**config.mk**
```make
export PLATFORM = sky130hd
export DESIGN_NAME = mpc_link_align_ctrl
export DESIGN_NICKNAME = d
export VERILOG_FILES = /design/src/rtl/mpc_link_align_ctrl.sv
export SDC_FILE = /design/constraint.sdc
export NUM_CORES = 1
export LEC_CHECK = 0
export BUFFER_PORTS_ARGS = -buffer_cell sky130_fd_sc_hd__buf_2
export CORE_UTILIZATION = 57
export CTS_BUF_LIST = sky130_fd_sc_hd__clkbuf_4 sky130_fd_sc_hd__clkbuf_8
export CTS_CLUSTER_DIAMETER = 30
export CTS_CLUSTER_SIZE = 24
export DETAILED_ROUTE_END_ITERATION = 7
export HOLD_SLACK_MARGIN = 0.08
export PLACE_DENSITY = 0.83
export SLEW_MARGIN = 0
export SYNTH_ARGS = -nofsm -noshare
export SYNTH_HDL_FRONTEND = slang
export SYNTH_HIERARCHICAL = 1
export SYNTH_SLANG_ARGS = --single-unit
```
**constraint.sdc**
```tcl
create_clock -name clk_160 -period 3.94 [get_ports clk_160]
set_input_delay 0.788 -clock clk_160 [delete_from_list [all_inputs] [get_ports clk_160]]
set_output_delay 0.788 -clock clk_160 [all_outputs]
set_load 0.005 [all_outputs]
```
**src/rtl/mpc_link_align_ctrl.sv**
```systemverilog
// MPC fiber BC0 alignment controller: resets the GTH rx buffers, waits for byte lock,
// measures each fiber's BC0 latency over two orbits and programs the per-fiber delay lines.

module mpc_align_lane (
  input  logic       clk_160,
  input  logic       soft_reset,
  input  logic       clr_i,
  input  logic       meas_i,
  input  logic       armed_i,
  input  logic       pass2_i,
  input  logic       ref_bc0_i,
  input  logic       bc0_i,
  input  logic [7:0] cnt_i,
  output logic [7:0] lat_o,
  output logic       bad_o
);
  logic       prev_q, cap1_q, cap2_q, coll_q;
  logic [7:0] lat1_q, lat2_q;
  logic       rise;

  assign rise = bc0_i & ~prev_q;

  always_ff @(posedge clk_160) begin
    if (soft_reset) begin
      prev_q <= 1'b0;
      cap1_q <= 1'b0;
      cap2_q <= 1'b0;
      coll_q <= 1'b0;
      lat1_q <= '0;
      lat2_q <= '0;
    end else begin
      prev_q <= bc0_i;
      if (clr_i) begin
        cap1_q <= 1'b0;
        cap2_q <= 1'b0;
        coll_q <= 1'b0;
      end else if (meas_i && rise) begin
        // an edge coincident with the reference cannot be assigned a latency
        if (ref_bc0_i) coll_q <= 1'b1;
        else if (armed_i && !pass2_i && !cap1_q) begin
          cap1_q <= 1'b1;
          lat1_q <= cnt_i;
        end else if (armed_i && pass2_i && !cap2_q) begin
          cap2_q <= 1'b1;
          lat2_q <= cnt_i;
        end
      end
    end
  end

  assign lat_o = lat1_q;
  assign bad_o = ~cap1_q | ~cap2_q | coll_q | (lat1_q != lat2_q);
endmodule

module mpc_link_align_ctrl #(
  parameter int          FC          = 9,
  parameter int          BUFRST_CLKS = 16,
  parameter logic [15:0] LOCK_TMO    = 16'hffff
) (
  input  logic                 clk_160,
  input  logic                 soft_reset,
  input  logic                 start,
  input  logic [FC-1:0]        fiber_enable,
  input  logic [FC-1:0]        rxbyteisaligned,
  input  logic                 ref_bc0,
  input  logic [FC-1:0]        bc0_u_af,
  input  logic [5:0]           margin,
  output logic [FC-1:0][7:0]   af_delays,
  output logic                 rxbufreset,
  output logic                 busy,
  output logic                 done,
  output logic [FC-1:0]        align_err,
  output logic                 timeout_err
);
  localparam int IW = (FC > 1) ? $clog2(FC) : 1;

  typedef enum logic [2:0] {
    IDLE, BUFRST, WAIT_ALIGN, MEAS1, MEAS2, COMPUTE, APPLY, DONE
  } state_e;

  state_e               state_q, state_d;
  logic [15:0]          tmr_q;
  logic [7:0]           cnt_q;
  logic                 armed_q;
  logic [IW-1:0]        idx_q;
  logic [7:0]           max_q;
  logic                 vld_q;
  logic [FC-1:0][5:0]   af_q;
  logic [FC-1:0]        aerr_q;
  logic                 terr_q;

  logic [FC-1:0][7:0]   lat_w, dly_w;
  logic [FC-1:0]        bad_w, err_new;
  logic [FC-1:0][5:0]   af_new;
  logic                 in_meas, pass_end, aligned, run_clr;

  assign in_meas  = (state_q == MEAS1) || (state_q == MEAS2);
  assign pass_end = in_meas && armed_q && (ref_bc0 || cnt_q == 8'hff);
  assign aligned  = &(rxbyteisaligned | ~fiber_enable);
  assign run_clr  = (state_q == IDLE) && start;

  mpc_align_lane u_lane [FC-1:0] (
    .clk_160   (clk_160),
    .soft_reset(soft_reset),
    .clr_i     (run_clr),
    .meas_i    (in_meas),
    .armed_i   (armed_q),
    .pass2_i   (state_q == MEAS2),
    .ref_bc0_i (ref_bc0),
    .bc0_i     (bc0_u_af),
    .cnt_i     (cnt_q),
    .lat_o     (lat_w),
    .bad_o     (bad_w)
  );

  always_comb begin
    state_d = state_q;
    case (state_q)
      IDLE:       if (start) state_d = BUFRST;
      BUFRST:     if (tmr_q == 16'(BUFRST_CLKS - 1)) state_d = WAIT_ALIGN;
      WAIT_ALIGN: if (aligned) state_d = MEAS1;
                  else if (tmr_q == LOCK_TMO - 16'd1) state_d = DONE;
      MEAS1:      if (pass_end) state_d = MEAS2;
      MEAS2:      if (pass_end) state_d = COMPUTE;
      COMPUTE:    if (idx_q == IW'(FC - 1)) state_d = APPLY;
      APPLY:      state_d = DONE;
      DONE:       state_d = IDLE;
      default:    state_d = IDLE;
    endcase
  end

  // delay programming; with no valid reference every enabled fiber is flagged
  always_comb begin
    dly_w   = '0;
    af_new  = '0;
    err_new = '0;
    for (int i = 0; i < FC; i++) begin
      dly_w[i]   = max_q - lat_w[i] + {2'b00, margin};
      err_new[i] = fiber_enable[i];
      if (vld_q) begin
        err_new[i] = aerr_q[i];
        if (fiber_enable[i] && !aerr_q[i]) begin
          if (dly_w[i] > 8'd63) begin
            af_new[i]  = 6'd63;
            err_new[i] = 1'b1;
          end else begin
            af_new[i] = dly_w[i][5:0];
          end
        end
      end
    end
  end

  always_ff @(posedge clk_160) begin
    if (soft_reset) state_q <= IDLE;
    else            state_q <= state_d;
  end

  always_ff @(posedge clk_160) begin
    if (soft_reset) begin
      tmr_q   <= '0;
      cnt_q   <= '0;
      armed_q <= 1'b0;
      idx_q   <= '0;
      max_q   <= '0;
      vld_q   <= 1'b0;
      af_q    <= '0;
      aerr_q  <= '0;
      terr_q  <= 1'b0;
    end else begin
      tmr_q <= (state_d != state_q || state_q == IDLE) ? 16'd0 : tmr_q + 16'd1;
      // a pass that runs out at 255 leaves the counter disarmed until the next reference
      if (in_meas) begin
        if (ref_bc0) begin
          armed_q <= 1'b1;
          cnt_q   <= '0;
        end else if (armed_q) begin
          if (cnt_q == 8'hff) armed_q <= 1'b0;
          else                cnt_q   <= cnt_q + 8'd1;
        end
      end else begin
        armed_q <= 1'b0;
        cnt_q   <= '0;
      end
      if (run_clr) begin
        aerr_q <= '0;
        terr_q <= 1'b0;
      end
      if (state_q == WAIT_ALIGN && state_d == DONE) terr_q <= 1'b1;
      if (state_q == MEAS2 && state_d == COMPUTE) begin
        aerr_q <= fiber_enable & bad_w;
        idx_q  <= '0;
        max_q  <= '0;
        vld_q  <= 1'b0;
      end
      if (state_q == COMPUTE) begin
        if (fiber_enable[idx_q] && !aerr_q[idx_q] && (!vld_q || lat_w[idx_q] > max_q)) begin
          max_q <= lat_w[idx_q];
          vld_q <= 1'b1;
        end
        idx_q <= idx_q + IW'(1);
      end
      if (state_q == APPLY) begin
        af_q   <= af_new;
        aerr_q <= err_new;
      end
    end
  end

  always_comb begin
    af_delays = '0;
    for (int i = 0; i < FC; i++) af_delays[i] = {2'b00, af_q[i]};
  end

  assign rxbufreset  = (state_q == BUFRST);
  assign busy        = (state_q != IDLE);
  assign done        = (state_q == DONE);
  assign align_err   = aerr_q;
  assign timeout_err = terr_q;
endmodule

```
==> summary.txt, run 1 <==
Count leader, synth - dfxtp_1
Fin. Hold Viols - 0
Crit path DAT - 4.11 ns
Clock skew - 0.0337 ns
Worst setup EP type - flop
# setup viols final - 0
CP max FO - 10
Gr busiest metal - met2
Synth area leader - dfxtp_1
# diodes - 0
Die Span Y - 182 um
Crit Path Category - flop to flop
Async set or reset register ratio after synthesis - 0%
Max Freq - 0.277 GHz
GRT overflow - 0
Root buffer cell - clkbuf_8
Hold-fix buffers at CTS - 0
Peak supply drop - 0.000230 V
Initial antenna violation count - 2
Leakage - 7.73 nW
WP data required - 4.45 ns
Met3 Usage GRT - 7.58%
Largest cells by area after synthesis - dfxtp_1, a21oi_1, ha_1
Min Tclk post-route - 3.60 ns
Post-CTS Resized - 0
Remaining DRCs - 0
HP Class - input pin to flop
First-pass detailed-route iteration total - 5
Post-DR wirelength/cell - 20.8 um
Vias in the first global route - 16,793
FP Rows - 65
Total global-route track usage - 33.7%
Num CTS Buffers - 59
Setup WS post-layout - 0.336 ns
Starting Density - 58.2%
Number of synthesized register bits - 285
EDFF count, synth - 0
DRT antenna net count - 0
CP startpoint kind - flop
Port bufs - 103
Mean post-synth cell area - 8.59 um^2
I/O pins - 122
Maxcap violations - 0
RD Place Congestion - 1.00
First-pass GRT wire length - 88.7 mm
Design area - 0.0208 mm^2
Synth top cells by count - dfxtp_1, a21oi_1, nand3_1
H-tree level count - 2
Die width - 182 um
Worst-Skew Late Latency - 0.64 ns
Post-synth top area share - 30.9%
Count of unique library cells instantiated by Yosys - 74
Vias per cell - 6.49
Worst slack, placed - 0.121 ns
Cells after Synth - 2,149
Clock tree buffer depth - 3
CTS clk-pin slew, worst paths - 0.06 ns
Synth warn - 6
Hold slack - 0.443 ns
Layout Nets - 2,449
Iter 0 DRT Violations - 1,982
Final Cycle Share - 91.5%
Area grow syn2layout - 12.8%
Layout cells sized above 1 - 13.7%
Outcome - complete, no violations
Setup TNS - 0 ns
Netlist Area Pre-Place - 0.0185 mm^2
Post CTS Setup Buffer Count - 0
Slew Viols, Final - 0
Grt met1 use - 42.9%
Placed inst area - 0.0194 mm^2
Max-slew headroom - 20.8%
GRT met2 Usage - 53.4%
Via count - 17,629
Full die area - 0.0331 mm^2
# clock sinks - 285
Power Density - 346 mW/mm^2
Core area - 0.0317 mm^2
Worst-Margin Slew - 1.17 ns
Most used DFF post-synth - dfxtp_1
Seq/Total Area, Yosys - 30.9%
Total Wirelength - 56.6 mm
DPL Wire Length - 39.7 mm
RSZ-0062 raised after global routing - false
TritonCTS clock tree - done
Largest net degree at the start of global routing - 149
## per-stage QoR
step           utilization, %  power, mW  instances
2_1_floorplan               -       3.45       2166
3_3_place_gp             61.3       3.61       2605
3_5_place_dp             61.3       3.63       2605
4_1_cts                  65.7       7.22       2715
5_1_grt                  65.7       7.45       2715
6_report                 65.7       7.22       2715
## per-layer routing
metal  wire (um)  share of wire, %
met1       22400                40
met2       25400                45
met3        5990                11
met4        2790               4.9
met5          13             0.023
## report_power, final
group,switching (mW),internal [mW]
Sequential,0.00587,2.89
Combinational,0.429,0.259
Clock,1.46,2.18
## cells in the final DEF (no fill, tap or decap), drive strengths merged, types with 9 or more instances in the layout
master / instances
a211oi: 35
a21o: 28
a21oi: 251
a221oi: 31
and3: 9
and4b: 9
buf: 153
clkbuf: 72
clkinv: 15
clkinvlp: 11
conb: 18
dfxtp: 285
fa: 54
ha: 94
inv: 161
mux2i: 17
mux4: 20
nand2: 94
nand2b: 17
nand3: 196
nand3b: 14
nand4: 26
nand4b: 10
nand4bb: 9
nor2: 57
nor2b: 12
nor3: 60
nor4: 15
nor4b: 20
nor4bb: 12
o21a: 33
o21ai: 188
o21bai: 12
o311ai: 13
or3: 12
or4: 15
or4b: 19
xnor2: 122
xor2: 25
## path summary, 6_finish.rpt
| path | cells after the start | to | start | slack, ns |
|---|---|---|---|---|
| max | 10 | af_delays[65] | max_q[2] | 0.34 |
| min | 2 | u_lane[0]/prev_q | bc0_u_af[0] | 0.44 |
| max reg2reg | 10 | af_delays[65] | max_q[2] | 0.34 |
| min reg2reg | 2 | af_delays[29] | af_delays[29] | 0.47 |
## critical path: stages (launching register included)
cell      delay (ns)
dfxtp_1         0.31
inv_1           0.56
fa_1            0.53
inv_1           0.06
ha_1            0.28
a211oi_1        0.35
nor2_2          0.11
o21ai_1         0.15
mux2_2          0.35
a311o_1         0.47
a221oi_1        0.32
## layout make-up
cell class / instances / area (um^2)
repair buffers: 153 / 935
inverters: 157 / 589
clock buffers: 72 / 966
multi-input cells: 1608 / 11700
well taps: 402 / 503
clock inverters: 38 / 443
flip-flops and latches: 285 / 5710
fillers: 2585 / 10900
## cells by family after synthesis
logic type / share of synthesized area, %
compound gates: 20.5
xor+xnor: 6.97
fa+ha+maj: 12.2
buf+inv: 6.21
flops: 30.9
mux: 3.56
other cells: 0.0203
simple gates: 19.7
## sequential cells by signal, indices dropped and copies added (netlist names)
name and flops:
u_lane/cap2_q 9, idx_q 4, max_q 8, state_q 3
u_lane/cap1_q 9, armed_q 1, vld_q 1, u_lane/coll_q 9
timeout_err 1, u_lane/lat2_q 72, tmr_q 16, u_lane/prev_q 9
af_delays 54, align_err 9, u_lane/lat_o 72, cnt_q 8
No activity file was read; power rests on OpenSTA's default activity.
==> run 2: changes to the inputs <==
==> config.mk (replaced) <==
export PLATFORM = sky130hd
export DESIGN_NAME = mpc_link_align_ctrl
export DESIGN_NICKNAME = d
export VERILOG_FILES = /design/src/rtl/mpc_link_align_ctrl.sv
export SDC_FILE = /design/constraint.sdc
export NUM_CORES = 1
export LEC_CHECK = 0
export BUFFER_PORTS_ARGS = -buffer_cell sky130_fd_sc_hd__buf_4
export CORE_UTILIZATION = 62
export CTS_BUF_LIST = sky130_fd_sc_hd__clkbuf_16
export CTS_CLUSTER_DIAMETER = 30
export CTS_CLUSTER_SIZE = 24
export DETAILED_ROUTE_END_ITERATION = 7
export HOLD_SLACK_MARGIN = 0.08
export PLACE_DENSITY = 0.85
export SLEW_MARGIN = 0
export SYNTH_ARGS = -nofsm -noshare
export SYNTH_HDL_FRONTEND = slang
export SYNTH_HIERARCHICAL = 1
export SYNTH_SLANG_ARGS = --single-unit
==> constraint.sdc (replaced) <==
create_clock -name clk_160 -period 3.49 [get_ports clk_160]
set_input_delay 0.698 -clock clk_160 [delete_from_list [all_inputs] [get_ports clk_160]]
set_output_delay 0.698 -clock clk_160 [all_outputs]
set_load 0.005 [all_outputs]
==> run 2 against run 1 <==
The flow now finishes with violations (design-rule violations). Setup slack got worse by 0.27 ns. Combinational power rose by 26%. Cell count rose by 1.6%. Sequential power rose by 13%. Final area rose by 7.2%. Power rose by 43%.
==> summary.txt, run 2 (synthesized netlist as in run 1, its figures left out) <==
Outcome - complete, but fails checks (was complete, no violations)
Failing checks - design-rule violations
Layout Nets - 2,507 (was 2,449)
Maxcap violations - 0 (unchanged)
Worst-Skew Late Latency - 0.58 ns (was 0.64 ns)
Min Tclk post-route - 3.42 ns (was 3.60 ns)
Worst setup EP type - flop (unchanged)
Area grow syn2layout - 20.9% (was 12.8%)
Port bufs - 103 (unchanged)
Max-slew headroom - 42.0% (was 20.8%)
Total global-route track usage - 39.5% (was 33.7%)
Fin. Hold Viols - 0 (unchanged)
FP Rows - 62 (was 65)
# fillers - 1,892 (was 2,585)
Peak supply drop - 0.000393 V (was 0.000230 V)
Iter 0 DRT Violations - 2,730 (was 1,982)
Net Sw Power - 2.61 mW (was 1.89 mW)
Total Wirelength - 60.8 mm (was 56.6 mm)
Number of stages on the worst hold path - 2 (unchanged)
# setup viols final - 0 (unchanged)
Slew Viols, Final - 0 (unchanged)
TritonCTS clock tree - done (unchanged)
Worst-Margin Slew - 0.867 ns (was 1.17 ns)
Setup TNS - 0 ns (unchanged)
Leakage - 8.39 nW (was 7.73 nW)
Clock skew - 0.0229 ns (was 0.0337 ns)
Vias per cell - 6.76 (was 6.49)
CTS clk-pin slew, worst paths - 0.05 ns (was 0.06 ns)
R2R Path Start - u_lane[7]/lat_o[1] (was max_q[2])
Final Util - 77.0% (was 65.7%)
Full die area - 0.0305 mm^2 (was 0.0331 mm^2)
Most frequent cells in the layout - dfxtp_1, a21oi_1, buf_4 (was dfxtp_1, a21oi_1, nand3_1)
CP max stage delay - 0.57 ns (was 0.56 ns)
Final Cycle Share - 98.1% (was 91.5%)
Post CTS Setup Buffer Count - 0 (unchanged)
Via count - 18,648 (was 17,629)
I/O pins - 122 (unchanged)
Hold wc startpoint - bc0_u_af[4] (was bc0_u_af[0])
Remaining DRCs - 1 (was 0)
H-tree level count - 3 (was 2)
Crit path DAT - 3.82 ns (was 4.11 ns)
Crit path top cell by count - fa_1 (was inv_1)
# diodes - 0 (unchanged)
CP max FO - 7 (was 10)
Vias in the first global route - 18,179 (was 16,793)
Layout cells sized above 1 - 15.4% (was 13.7%)
Sequential Power Share - 31.7% (was 40.1%)
Post-DR wirelength/cell - 22.1 um (was 20.8 um)
Cell family with most CP delay - compound AO/OA/AOI/OAI gates (unchanged)
RD Place Congestion - 0.957 (was 1.00)
First-pass detailed-route iteration total - 8 (was 5)
Clock power frac - 59.9% (was 50.4%)
Core area - 0.0290 mm^2 (was 0.0317 mm^2)
Flop2flop setup slack - 0.07 ns (was 0.34 ns)
Placed inst area - 0.0201 mm^2 (was 0.0194 mm^2)
# clock sinks - 285 (unchanged)
DPL Wire Length - 40.2 mm (was 39.7 mm)
RSZ-0062 raised after global routing - false (unchanged)
CP startpoint kind - flop (unchanged)
Design area - 0.0223 mm^2 (was 0.0208 mm^2)
GRT overflow - 0 (unchanged)
P_int - 7.74 mW (was 5.33 mW)
Worst Hold End - u_lane[4]/prev_q (was u_lane[0]/prev_q)
Starting Density - 63.7% (was 58.2%)
Max Freq - 0.292 GHz (was 0.277 GHz)
Power Density - 463 mW/mm^2 (was 346 mW/mm^2)
Largest net degree at the start of global routing - 132 (was 149)
Num CTS Buffers - 67 (was 59)
Cell Chain, Critical Path - inv_1 > fa_1 > fa_1 > a211oi_1 > nor2_1 > o21ai_0 > mux2i_1 > o211ai_1 > o311ai_0 (was inv_1 > fa_1 > inv_1 > ha_1 > a211oi_1 > nor2_2 > o21ai_1 > mux2_2 > a311o_1 > a221oi_1)
Die Span Y - 175 um (was 182 um)
HP Class - input pin to flop (unchanged)
Die width - 175 um (was 182 um)
Crit Path Category - flop to flop (unchanged)
Initial antenna violation count - 0 (was 2)
Bufs and invs on worst path - 1 (was 2)
Clock tree buffer depth - 3 (unchanged)
Slowest-stage cell, CP - o211ai_1 (was inv_1)
First-pass GRT wire length - 96.1 mm (was 88.7 mm)
WP data required - 3.89 ns (was 4.45 ns)
Net Sw Frac - 25.2% (was 26.2%)
Hold slack - 0.392 ns (was 0.443 ns)
DRT antenna net count - 0 (unchanged)
Combinational share of power - 8.4% (was 9.5%)
R2R cell count - 9 (was 10)
FF-to-FF End - align_err[7] (was af_delays[65])
Root buffer cell - clkbuf_16 (was clkbuf_8)
Commonest non-fill, non-tap cell in the layout - dfxtp_1 (unchanged)
-- run 2: worst max path at each step --
stage                       startpoint            end  slack, ns  cells past startpoint
finish              u_lane[7]/lat_o[1]   align_err[7]       0.07                      9
global route                  idx_q[0]       max_q[0]      0.006                     12
CTS                           idx_q[1]       max_q[0]        0.1                     11
detailed placement           margin[2]   align_err[7]      -0.25                     12
global placement             margin[2]   align_err[7]      -0.11                     12
floorplan                    margin[2]  af_delays[64]       0.01                     10
-- run 2: routing by layer --
metal | wire [um] | vias to the layer above | GRT usage [%] | share of wire (%)
li1 | - | 8218 | - | -
met1 | 23100 | 8798 | 50.2 | 38
met2 | 27200 | 1335 | 61.6 | 45
met3 | 7440 | 297 | 10.6 | 12
met4 | 3090 | 0 | 20.9 | 5.1
met5 | 0 | - | 0 | 0
-- run 2: power groups by stage --
stage / Clock [mW] / Combinational (mW) / Sequential, mW
CTS: 6.20 / 0.846 / 3.28
finish: 6.19 / 0.868 / 3.28
detailed placement: 0 / 0.829 / 3.34
global route: 6.38 / 0.944 / 3.28
global placement: 0 / 0.796 / 3.34
floorplan: 0 / 0.562 / 3.34
-- run 2: cell type report --
type	instances	area [um^2]	share of cell area (%)
clock buffer	67	1680	7.51
timing repair buffer	203	1590	7.12
clock inverter	54	566	2.53
tap	384	480	2.15
multi-input combinational	1608	11700	52.5
sequential	285	5710	25.6
inverter	157	593	2.66
-- run 2: per-stage QoR --
stage	setup slack [ns]	power, mW	cells
finish	0.0676	10.3	2758
global route	0.00573	10.6	2758
CTS	0.0982	10.3	2758
detailed placement	-0.248	4.17	2637
global placement	-0.106	4.14	2637
floorplan	0.0147	3.90	2166
-- run 2: repair_timing --
item,4_1_cts,5_1_grt
hold buffers,0,0
setup endpoints to repair,0,8
gates resized for setup,0,3
